`config.mk`:
```
export PLATFORM = sky130hd
export DESIGN_NAME = cini_gadget_sched
export DESIGN_NICKNAME = d
export VERILOG_FILES = /design/src/rtl/cini_gadget_sched.sv
export SDC_FILE = /design/constraint.sdc
export NUM_CORES = 1
export LEC_CHECK = 0
export CELL_PAD_IN_SITES_DETAIL_PLACEMENT = 1
export CELL_PAD_IN_SITES_GLOBAL_PLACEMENT = 2
export CORE_ASPECT_RATIO = 0.5
export CORE_MARGIN = 8
export CORE_UTILIZATION = 35
export DETAILED_ROUTE_END_ITERATION = 8
export GPL_TIMING_DRIVEN = 0
export HOLD_SLACK_MARGIN = 0.03
export PLACE_DENSITY_LB_ADDON = 0.05
export SYNTH_ARGS = -nofsm -noshare
export SYNTH_HDL_FRONTEND = slang
export SYNTH_SLANG_ARGS = --single-unit
```
`constraint.sdc`:
```
create_clock -name clk -period 4.6 [get_ports clk]
set_clock_uncertainty 0.15 [all_clocks]
set_input_delay 0.69 -clock clk [delete_from_list [all_inputs] [get_ports clk]]
set_output_delay 0.69 -clock clk [all_outputs]
set_load 0.1 [all_outputs]
```
`src/rtl/cini_gadget_sched.sv`:
```
// Issue scheduler for the 2-share CINI masked AND gadget: b/rand at t, a at t+1,
// result capture at t+2 into a credit-protected output FIFO, with drain/flush.

module cini_gadget_sched_lane (
  input  logic clk,
  input  logic reset,
  input  logic accept,
  input  logic live_a,
  input  logic in_a_0,
  input  logic in_a_1,
  input  logic in_b_0,
  input  logic in_b_1,
  output logic g_a_0,
  output logic g_a_1,
  output logic g_b_0,
  output logic g_b_1
);
  logic a0_q, a1_q;

  always_ff @(posedge clk or negedge reset) begin
    if (!reset) begin
      a0_q <= 1'b0;
      a1_q <= 1'b0;
    end else if (accept) begin
      a0_q <= in_a_0;
      a1_q <= in_a_1;
    end
  end

  // Shares are gated so the gadget never sees stale data on an idle slot.
  assign g_b_0 = accept & in_b_0;
  assign g_b_1 = accept & in_b_1;
  assign g_a_0 = live_a & a0_q;
  assign g_a_1 = live_a & a1_q;
endmodule

module cini_gadget_sched #(
  parameter int WIDTH     = 3,
  parameter int OUT_DEPTH = 4,
  parameter int CNT_W     = 16
) (
  input  logic             clk,
  input  logic             reset,
  input  logic             in_valid,
  output logic             in_ready,
  input  logic [WIDTH-1:0] in_a_0,
  input  logic [WIDTH-1:0] in_a_1,
  input  logic [WIDTH-1:0] in_b_0,
  input  logic [WIDTH-1:0] in_b_1,
  input  logic             rng_valid,
  output logic             rng_ready,
  input  logic             rng_data,
  output logic [WIDTH-1:0] g_a_0,
  output logic [WIDTH-1:0] g_a_1,
  output logic [WIDTH-1:0] g_b_0,
  output logic [WIDTH-1:0] g_b_1,
  output logic             g_rand,
  input  logic [WIDTH-1:0] g_c_0,
  input  logic [WIDTH-1:0] g_c_1,
  output logic             out_valid,
  input  logic             out_ready,
  output logic [WIDTH-1:0] out_c_0,
  output logic [WIDTH-1:0] out_c_1,
  input  logic             flush,
  output logic             busy,
  output logic [CNT_W-1:0] op_cnt
);
  localparam int STAGES = 2;
  localparam int AW     = $clog2(OUT_DEPTH);

  typedef enum logic [1:0] {IDLE, RUN, DRAIN} state_t;
  typedef struct packed {
    logic [WIDTH-1:0] c0;
    logic [WIDTH-1:0] c1;
  } res_t;

  state_t           state;
  logic             alive;
  logic [STAGES:1]  vld_pipe;
  logic [1:0]       inflight;
  logic [AW:0]      wr_ptr, rd_ptr, fifo_cnt;
  logic [AW+1:0]    used;
  logic             accept, push, pop, full, clear;
  res_t             mem [OUT_DEPTH];
  res_t             push_res, head;

  // alive keeps the handshake closed while reset is held, whatever rng_valid does.
  always_ff @(posedge clk or negedge reset) begin
    if (!reset) alive <= 1'b0;
    else        alive <= 1'b1;
  end

  assign inflight = {1'b0, vld_pipe[1]} + {1'b0, vld_pipe[2]};
  assign fifo_cnt = wr_ptr - rd_ptr;
  assign used     = {1'b0, fifo_cnt} + {{AW{1'b0}}, inflight};
  assign full     = (fifo_cnt == (AW+1)'(OUT_DEPTH));

  // Credit counts slots already promised to in-flight ops, so a push never overflows.
  assign in_ready  = alive & (state != DRAIN) & ~flush & rng_valid
                   & (used < (AW+2)'(OUT_DEPTH));
  assign accept    = in_valid & in_ready;
  assign rng_ready = accept;
  assign g_rand    = accept & rng_data;

  for (genvar i = 0; i < WIDTH; i++) begin : g_lane
    cini_gadget_sched_lane u_lane (
      .clk    (clk),
      .reset  (reset),
      .accept (accept),
      .live_a (vld_pipe[1]),
      .in_a_0 (in_a_0[i]),
      .in_a_1 (in_a_1[i]),
      .in_b_0 (in_b_0[i]),
      .in_b_1 (in_b_1[i]),
      .g_a_0  (g_a_0[i]),
      .g_a_1  (g_a_1[i]),
      .g_b_0  (g_b_0[i]),
      .g_b_1  (g_b_1[i])
    );
  end

  always_ff @(posedge clk or negedge reset) begin
    if (!reset) vld_pipe <= '0;
    else        vld_pipe <= {vld_pipe[STAGES-1:1], accept};
  end

  always_ff @(posedge clk or negedge reset) begin
    if (!reset) begin
      state <= IDLE;
    end else begin
      case (state)
        IDLE:    if (!flush && in_valid) state <= RUN;
        RUN:     if (flush) state <= DRAIN;
                 else if (!accept && inflight == 2'd0) state <= IDLE;
        DRAIN:   if (inflight == 2'd0) state <= IDLE;
        default: state <= IDLE;
      endcase
    end
  end

  assign clear    = ((state == DRAIN) && (inflight == 2'd0)) || ((state == IDLE) && flush);
  assign push     = vld_pipe[STAGES];
  assign pop      = out_valid & out_ready;
  assign push_res = {g_c_0, g_c_1};

  always_ff @(posedge clk or negedge reset) begin
    if (!reset) begin
      wr_ptr <= '0;
      rd_ptr <= '0;
    end else if (clear) begin
      wr_ptr <= '0;
      rd_ptr <= '0;
    end else begin
      if (push) wr_ptr <= wr_ptr + (AW+1)'(1);
      if (pop)  rd_ptr <= rd_ptr + (AW+1)'(1);
    end
  end

  always_ff @(posedge clk) begin
    if (push) mem[wr_ptr[AW-1:0]] <= push_res;
  end

  always_ff @(posedge clk or negedge reset) begin
    if (!reset)    op_cnt <= '0;
    else if (push) op_cnt <= op_cnt + CNT_W'(1);
  end

  always @(posedge clk) begin
    if (reset) assert (!(push && full && !pop));
  end

  assign head      = mem[rd_ptr[AW-1:0]];
  assign out_valid = (wr_ptr != rd_ptr);
  assign out_c_0   = out_valid ? head.c0 : '0;
  assign out_c_1   = out_valid ? head.c1 : '0;
  assign busy      = (state != IDLE) || (inflight != 2'd0) || out_valid;
endmodule

```
==> metrics.txt, run 1 <==
layout overhead on the synthesized area=38.59%; number of hold violations in the final report=0; Crit. End Element=output pin; Synthesis Warnings=0; setup repair bufs after CTS=0; detailed-route via count=approximately 1700; Worst-path clk slew=50 ps; number of distinct library cells after synthesis=36; startpoint class of the critical path=register; actual slew at the worst max-slew pin=just over 1000 ps; most common library cell in the layout ignoring fill and taps=sky130_fd_sc_hd__clkdlybuf4s50_1; worst setup margin=262.0 ps; total half-perimeter wirelength after legalization and detailed placement=4373 um; ratio of cells with drive above 1 in the final layout=21.58%; Filler Cell Count=779; Die X-Extent=139.9 um; maximum clock frequency=230.5 MHz; critical path class=register to output pin; critical path arrival=3500 ps; post-synthesis net count=237; ratio of routed vias to standard cells=4.612; cell breakdown of the critical path=inv_1 -> ha_1 -> inv_1 -> fa_1 -> ha_1 -> nand2_1 -> o2111ai_1 -> nor3_4 -> buf_6 -> and2_2 -> buf_4 -> clkdlybuf4s18_2; Boundary Pins=64; library cell with the largest summed area after synthesis=sky130_fd_sc_hd__dfrtp_1; Hold/Removal Path Class=input pin to asynchronous set/reset pin; effective utilization at floorplan=36.43%; library cell contributing the largest single delay on the critical path=sky130_fd_sc_hd__clkdlybuf4s18_2; wire length after detailed routing=6037 um; global route total overflow=0; largest cells by area after synthesis=sky130_fd_sc_hd__dfrtp_1 (31%), sky130_fd_sc_hd__edfxtp_1 (27%), sky130_fd_sc_hd__ha_1 (5.1%), sky130_fd_sc_hd__mux4_2 (5.0%), sky130_fd_sc_hd__xnor2_1 (4.9%); worst endpoint required time=3760 ps; Clock Sinks=57; average cell area after synthesis=13.44 sq um; count of nets after finishing=310; Main synth FF type=sky130_fd_sc_hd__dfrtp_1; initial antenna violation count=0; finished layout cell area=0.003725 sq mm; Pre-antenna DRT Iters=4; Worst VDD drop=about 270 uV; first-iteration detailed-routing DRC count=58; number of cell rows=22; drt wl/cell=around 16 um; CTS Root Cell=sky130_fd_sc_hd__clkbuf_16; synthesized cell area=between 0.002 and 0.003 sq mm; Final GP Congestion=0.6666; sequential share of the synthesized area=57.54%; TritonCTS clock tree=built; final count of pins violating max slew=0; Min Clock Period, post-route=4338 ps; delay of the slowest cell on the worst path=530 ps; ys async rst share=57.89%; synthesized flop and latch total=57; Post-Syn Instances=200; Sum Neg Setup Slack=0 ps; Final setup violation count=0; core box area=0.007377 sq mm; leading cell types in the layout, fill and taps excluded=sky130_fd_sc_hd__clkdlybuf4s50_1 (54), sky130_fd_sc_hd__dfrtp_1 (33), sky130_fd_sc_hd__edfxtp_1 (24); clock network latency to the later pin of the worst-skew pair=330 ps; Slew Limit Headroom=about 31%; die area=~0.011 sq mm; residual DRC count=0; run status=completed; DRT antenna net count=0; CTS Buf Count=9; total global-route track usage=12.22%; leakage power=approximately 1.5 nW; share of Yosys cell area claimed by the top area cell type=30.73%; Cell Pwr Density=542.8 mW/mm^2; Die Y=about 78 um; pin count of the biggest net entering global routing=34; Critical Path Fanout Max=11; # diodes=0; number of global-route vias before repair=around 2000; post-placement cell area=0.003438 sq mm; PortBufs=63; global-route wire length before repair=10210 um; setup repair after global routing missed its margin=no; Placement Setup Slack=-199.2 ps; buffer levels on the longest clock path=2; number of enable flip-flop cells after synthesis=24; CTS H-tree lvls=3; Hold-fix buffers, CTS=0; share of the clock period used by the worst path after layout=about 94%; count of max-cap constraint violations=0
-- final timing paths --
kind	startpoint	endpoint	slack (ps)	cells after the start
setup / recovery	wr_ptr[0]	g_b_0[2]	260	12
hold / removal	reset	op_cnt[13]	290	1
setup reg to reg	wr_ptr[0]	g_lane[2].u_lane.a1_q	1640	10
hold reg to reg	op_cnt[15]	op_cnt[15]	330	1
max in group asynchronous	reset	g_lane[0].u_lane.a1_q	3510	1
min in group clk	op_cnt[15]	op_cnt[15]	330	1
-- Yosys cell counts (2+ instances only) --
cell type and count:
sky130_fd_sc_hd__xnor2_1 15, sky130_fd_sc_hd__inv_1 8, sky130_fd_sc_hd__edfxtp_1 24, sky130_fd_sc_hd__nor2b_1 6, sky130_fd_sc_hd__nand2_1 9, sky130_fd_sc_hd__mux2_2 6, sky130_fd_sc_hd__and2_1 10, sky130_fd_sc_hd__and3_1 2
sky130_fd_sc_hd__o21ai_0 2, sky130_fd_sc_hd__nor2_1 14, sky130_fd_sc_hd__nand4_1 4, sky130_fd_sc_hd__buf_4 12, sky130_fd_sc_hd__nand3_1 4, sky130_fd_sc_hd__mux2i_1 3, sky130_fd_sc_hd__dfrtp_1 33, sky130_fd_sc_hd__ha_1 11
sky130_fd_sc_hd__mux4_2 6, sky130_fd_sc_hd__clkbuf_1 2, sky130_fd_sc_hd__and2_2 7, sky130_fd_sc_hd__xor2_1 5, sky130_fd_sc_hd__nor3b_1 2
-- layout make-up --
| cell class | instances | area [sq um] | area share (%) |
|---|---|---|---|
| Timing Repair Buffer | 63 | 628.1 | 16.86 |
| Buffer | 15 | 110.1 | 2.956 |
| Clock buffer | 10 | 229.0 | 6.147 |
| Tap cell | 96 | 120.1 | 3.225 |
| Clock inverter | 6 | 58.81 | 1.579 |
| Inverter | 8 | 30.03 | 0.8062 |
| Sequential cell | 57 | 1546 | 41.52 |
| Multi-Input combinational cell | 119 | 1002 | 26.91 |
-- power breakdown --
group	total [W]	switching (W)	internal [W]
sequential	0.000625	0.0000423	0.000582
clock	0.000636	0.000222	0.000414
combinational	0.000761	0.000537	0.000223
total	0.00202	0.000802	0.00122
-- worst max-delay path, delay by kind of cell (launching register included) --
family,cells,cell delay [ps]
adder cells (fa/ha/maj),3,920
AND/OR/NAND/NOR,3,630
buffers and inverters,5,990
flip-flops,1,420
AO/OA/AOI/OAI,1,200
-- registers in the layout, summed over array words and instances, names as in the netlist --
signal,cells
mem,24
op_cnt,16
g_lane.u_lane.a0_q,3
g_lane.u_lane.a1_q,3
rd_ptr,3
wr_ptr,3
state,2
vld_pipe,2
alive,1
-- per-stage QoR --
stage | power (W) | hold WS (ps) | cells | utilization, %
floorplan | 0.001213 | 244.4 | 200 | -
global placement | 0.001394 | 312.8 | 359 | 46.68
detailed placement | 0.001408 | 322.2 | 359 | 46.61
CTS | 0.002057 | 318.7 | 375 | 50.64
global route | 0.002115 | 352.3 | 374 | 50.49
finish | 0.002022 | 292.4 | 374 | 50.49
-- timing repair --
item,in CTS,in global routing
cloned,0,0
endpoints found under the setup margin,8,8
gates resized for setup,24,6
endpoints found under the hold margin,0,0
-- logic make-up (layout without fill, tap and decap cells) --
group / Yosys count / count (layout) / synth area share, %
AND/OR/NAND/NOR: 63 / 63 / 13.31
other: 1 / 1 / 0.1395
flip-flops: 57 / 57 / 57.54
adder cells (fa/ha/maj): 12 / 12 / 5.866
multiplexers: 16 / 16 / 9.218
buffers and inverters: 24 / 102 / 5.354
XOR/XNOR: 21 / 21 / 7.123
AO/OA/AOI/OAI: 6 / 6 / 1.443
-- layer usage --
metal  part of all wire, %  up-vias  global-route usage [%]
li1                      -      821                       -
met1                    43      848                   12.96
met2                    46       46                   19.32
met3                   9.8       10                   8.120
met4                   1.5        0                   4.511
met5                     0        -                       0
(Power assumes the default switching activity.)
==> run 2, diff against run 1 <==
--- a/config.mk
+++ b/config.mk
@@ -9,7 +9,7 @@
 export CELL_PAD_IN_SITES_GLOBAL_PLACEMENT = 2
 export CORE_ASPECT_RATIO = 0.5
 export CORE_MARGIN = 8
-export CORE_UTILIZATION = 35
+export CORE_UTILIZATION = 36
 export DETAILED_ROUTE_END_ITERATION = 8
 export GPL_TIMING_DRIVEN = 0
 export HOLD_SLACK_MARGIN = 0.03
==> run 2 against run 1 <==
  * Sequential share of layout area is 0.22 points lower
  * Power grew 2.3%
  * Combinational power fell by 0.7%
  * Non-clock buffer count stayed put
  * Register-to-register slack improved by 100 ps
  * Critical path type unchanged
==> metrics.txt, run 2 (same netlist as run 1, synthesis figures left out) <==
run status=completed; finished layout cell area=0.003745 sq mm (+0.54%); count of max-cap constraint violations=0 (unchanged); drt wl/cell=15.30 um (-5.2%); total half-perimeter wirelength after legalization and detailed placement=4279 um (-2.1%); Placement Setup Slack=-134.1 ps (+65.11 ps); pin count of the biggest net entering global routing=34 (unchanged); Boundary Pins=64 (unchanged); max reg flops=24 (unchanged); maximum clock frequency=234.7 MHz (+1.8%); initial antenna violation count=0 (unchanged); setup repair after global routing missed its margin=no; count of nets after finishing=310 (unchanged); Min Clock Period, post-route=4262 ps (-76.36 ps); most common library cell in the layout ignoring fill and taps=sky130_fd_sc_hd__clkdlybuf4s50_1; Hold/Removal Path Class=input pin to asynchronous set/reset pin; layer carrying the most global-route usage=met2; clock network latency to the later pin of the worst-skew pair=320 ps (about the same); total global-route track usage=11.30% (-0.93 points); post-placement cell area=0.003438 sq mm (unchanged); leakage power=1.525 nW (+0.95%); CTS Root Cell=sky130_fd_sc_hd__clkbuf_16; effective utilization at floorplan=36.84% (+0.41 points); met1 demand-to-capacity share in global routing=11.93% (-1.0 points); DRT antenna net count=0 (unchanged); share of the clock period used by the worst path after layout=92.65% (-1.7 points); Clock Sinks=57 (unchanged); critical path arrival=3420 ps (-80 ps); TritonCTS clock tree=built; Worst VDD drop=247.1 uV (-7.2%); Worst-path clk slew=50 ps (about the same); worst endpoint required time=3760 ps (about the same); die area=0.01065 sq mm (-2.3%); buffer levels on the longest clock path=2 (unchanged); ratio of cells with drive above 1 in the final layout=22.30% (+0.72 points); core box area=0.007295 sq mm (-1.1%); Critical Path Fanout Max=9 (-2); total area of sequential cells=0.001546 sq mm (unchanged); Pre-antenna DRT Iters=4 (unchanged); worst setup margin=338.3 ps (+76.36 ps); Reg2Reg Launch Point=rd_ptr[1]; setup repair bufs after CTS=0 (unchanged); number of hold violations in the final report=0 (unchanged); Slew Limit Headroom=33.01% (+1.8 points); Crit. End Element=output pin; number of cell rows=22 (unchanged); PortBufs=63 (unchanged); Die Y=77.10 um (-1.1%); Final setup violation count=0 (unchanged); first-iteration detailed-routing DRC count=48 (-17%); final count of pins violating max slew=0 (unchanged); Critical path buffers and inverters=2 (-3); Die X-Extent=138.2 um (-1.2%); delay of the slowest cell on the worst path=1160 ps (+630 ps); residual DRC count=0 (unchanged); detailed-route via count=1708 (-0.99%); leading cell types in the layout, fill and taps excluded=sky130_fd_sc_hd__clkdlybuf4s50_1 (54), sky130_fd_sc_hd__dfrtp_1 (33), sky130_fd_sc_hd__edfxtp_1 (24); library cell contributing the largest single delay on the critical path=sky130_fd_sc_hd__clkdlybuf4s50_1; Multi-input gate area=0.001002 sq mm (unchanged); Crit path max-delay family=buffers and inverters; global-route wire length before repair=9487 um (-7.1%); layout overhead on the synthesized area=39.34%; actual slew at the worst max-slew pin=1002 ps (-26.61 ps); CTS Buf Count=9 (unchanged); beginning of the critical path=rd_ptr[1]; Final GP Congestion=0.6541 (-1.9%); CTS H-tree lvls=3 (unchanged); wire length after detailed routing=5723 um (-5.2%); met3 usage=7.007% (-1.1 points); ratio of routed vias to standard cells=4.567 (-0.99%); total power=0.002067 W (+2.3%); # diodes=0 (unchanged); number of global-route vias before repair=1964 (+0.31%); Hold-fix buffers, CTS=0 (unchanged); startpoint class of the critical path=register; met2 Usage GRT=18.27% (-1.1 points); Cell Pwr Density=552.1 mW/mm^2 (+1.7%); Filler Cell Count=752 (-3.5%); global route total overflow=0 (unchanged); cell breakdown of the critical path=inv_1 -> fa_1 -> ha_1 -> nand2_1 -> o2111ai_1 -> nor3b_2 -> clkdlybuf4s50_1; critical path class=register to output pin
run 2: layer usage:
layer | part of all wire [%] | up-vias
met5 | 0 | -
met4 | 1.3 | 0
met3 | 9.7 | 9
met2 | 46 | 57
met1 | 43 | 827
li1 | - | 815
run 2: power by group:
part           leakage [nW]  internal, W  switching [W]
Sequential            0.656     0.000583      0.0000399
Combinational         0.717     0.000222       0.000535
Clock                 0.152     0.000470       0.000219
run 2: timing repair:
action                                  CTS  global route
endpoints found under the setup margin    8             8
cloned                                    0             0
hold endpoints to repair                  0             0
gates resized for setup                  21             3
pin swaps                                 0             0
run 2: path summary, 6_finish.rpt:
kind / to / slack [ps] / cells after the start
setup / recovery: in_ready / 340 / 7
hold / removal: op_cnt[11] / 290 / 1
setup reg to reg: g_lane[2].u_lane.a1_q / 1740 / 8
hold reg to reg: op_cnt[6] / 350 / 1
max in group asynchronous: rd_ptr[1] / 3530 / 1
min in group clk: op_cnt[6] / 350 / 1
run 2: cell type report:
cell class | count | share of cell area [%]
inverter | 8 | 0.8019
sequential | 57 | 41.30
clock inverter | 6 | 2.205
clock buffer | 10 | 6.114
multi-input combinational | 119 | 26.76
tap | 96 | 3.207
timing repair buffer | 63 | 16.67
buffer | 15 | 2.940
run 2: worst register-to-register path, cell delays in order (launching register included):
cell and delay (ps):
sky130_fd_sc_hd__dfrtp_1 570, sky130_fd_sc_hd__inv_1 140, sky130_fd_sc_hd__fa_1 480, sky130_fd_sc_hd__ha_1 280
sky130_fd_sc_hd__nand2_1 60, sky130_fd_sc_hd__o2111ai_1 180, sky130_fd_sc_hd__nor3_4 390, sky130_fd_sc_hd__buf_6 200
sky130_fd_sc_hd__mux2_4 300
run 2: metrics by stage:
step / hold WS (ps) / utilization [%] / setup TNS, ps / cells
global route: 351.3 / 51.34 / 0 / 374
CTS: 317.9 / 51.46 / 0 / 375
global placement: 311.7 / 47.20 / -947.1 / 359
detailed placement: 339.9 / 47.14 / -768.5 / 359
floorplan: 244.4 / - / 0 / 200
finish: 289.2 / 51.34 / 0 / 374
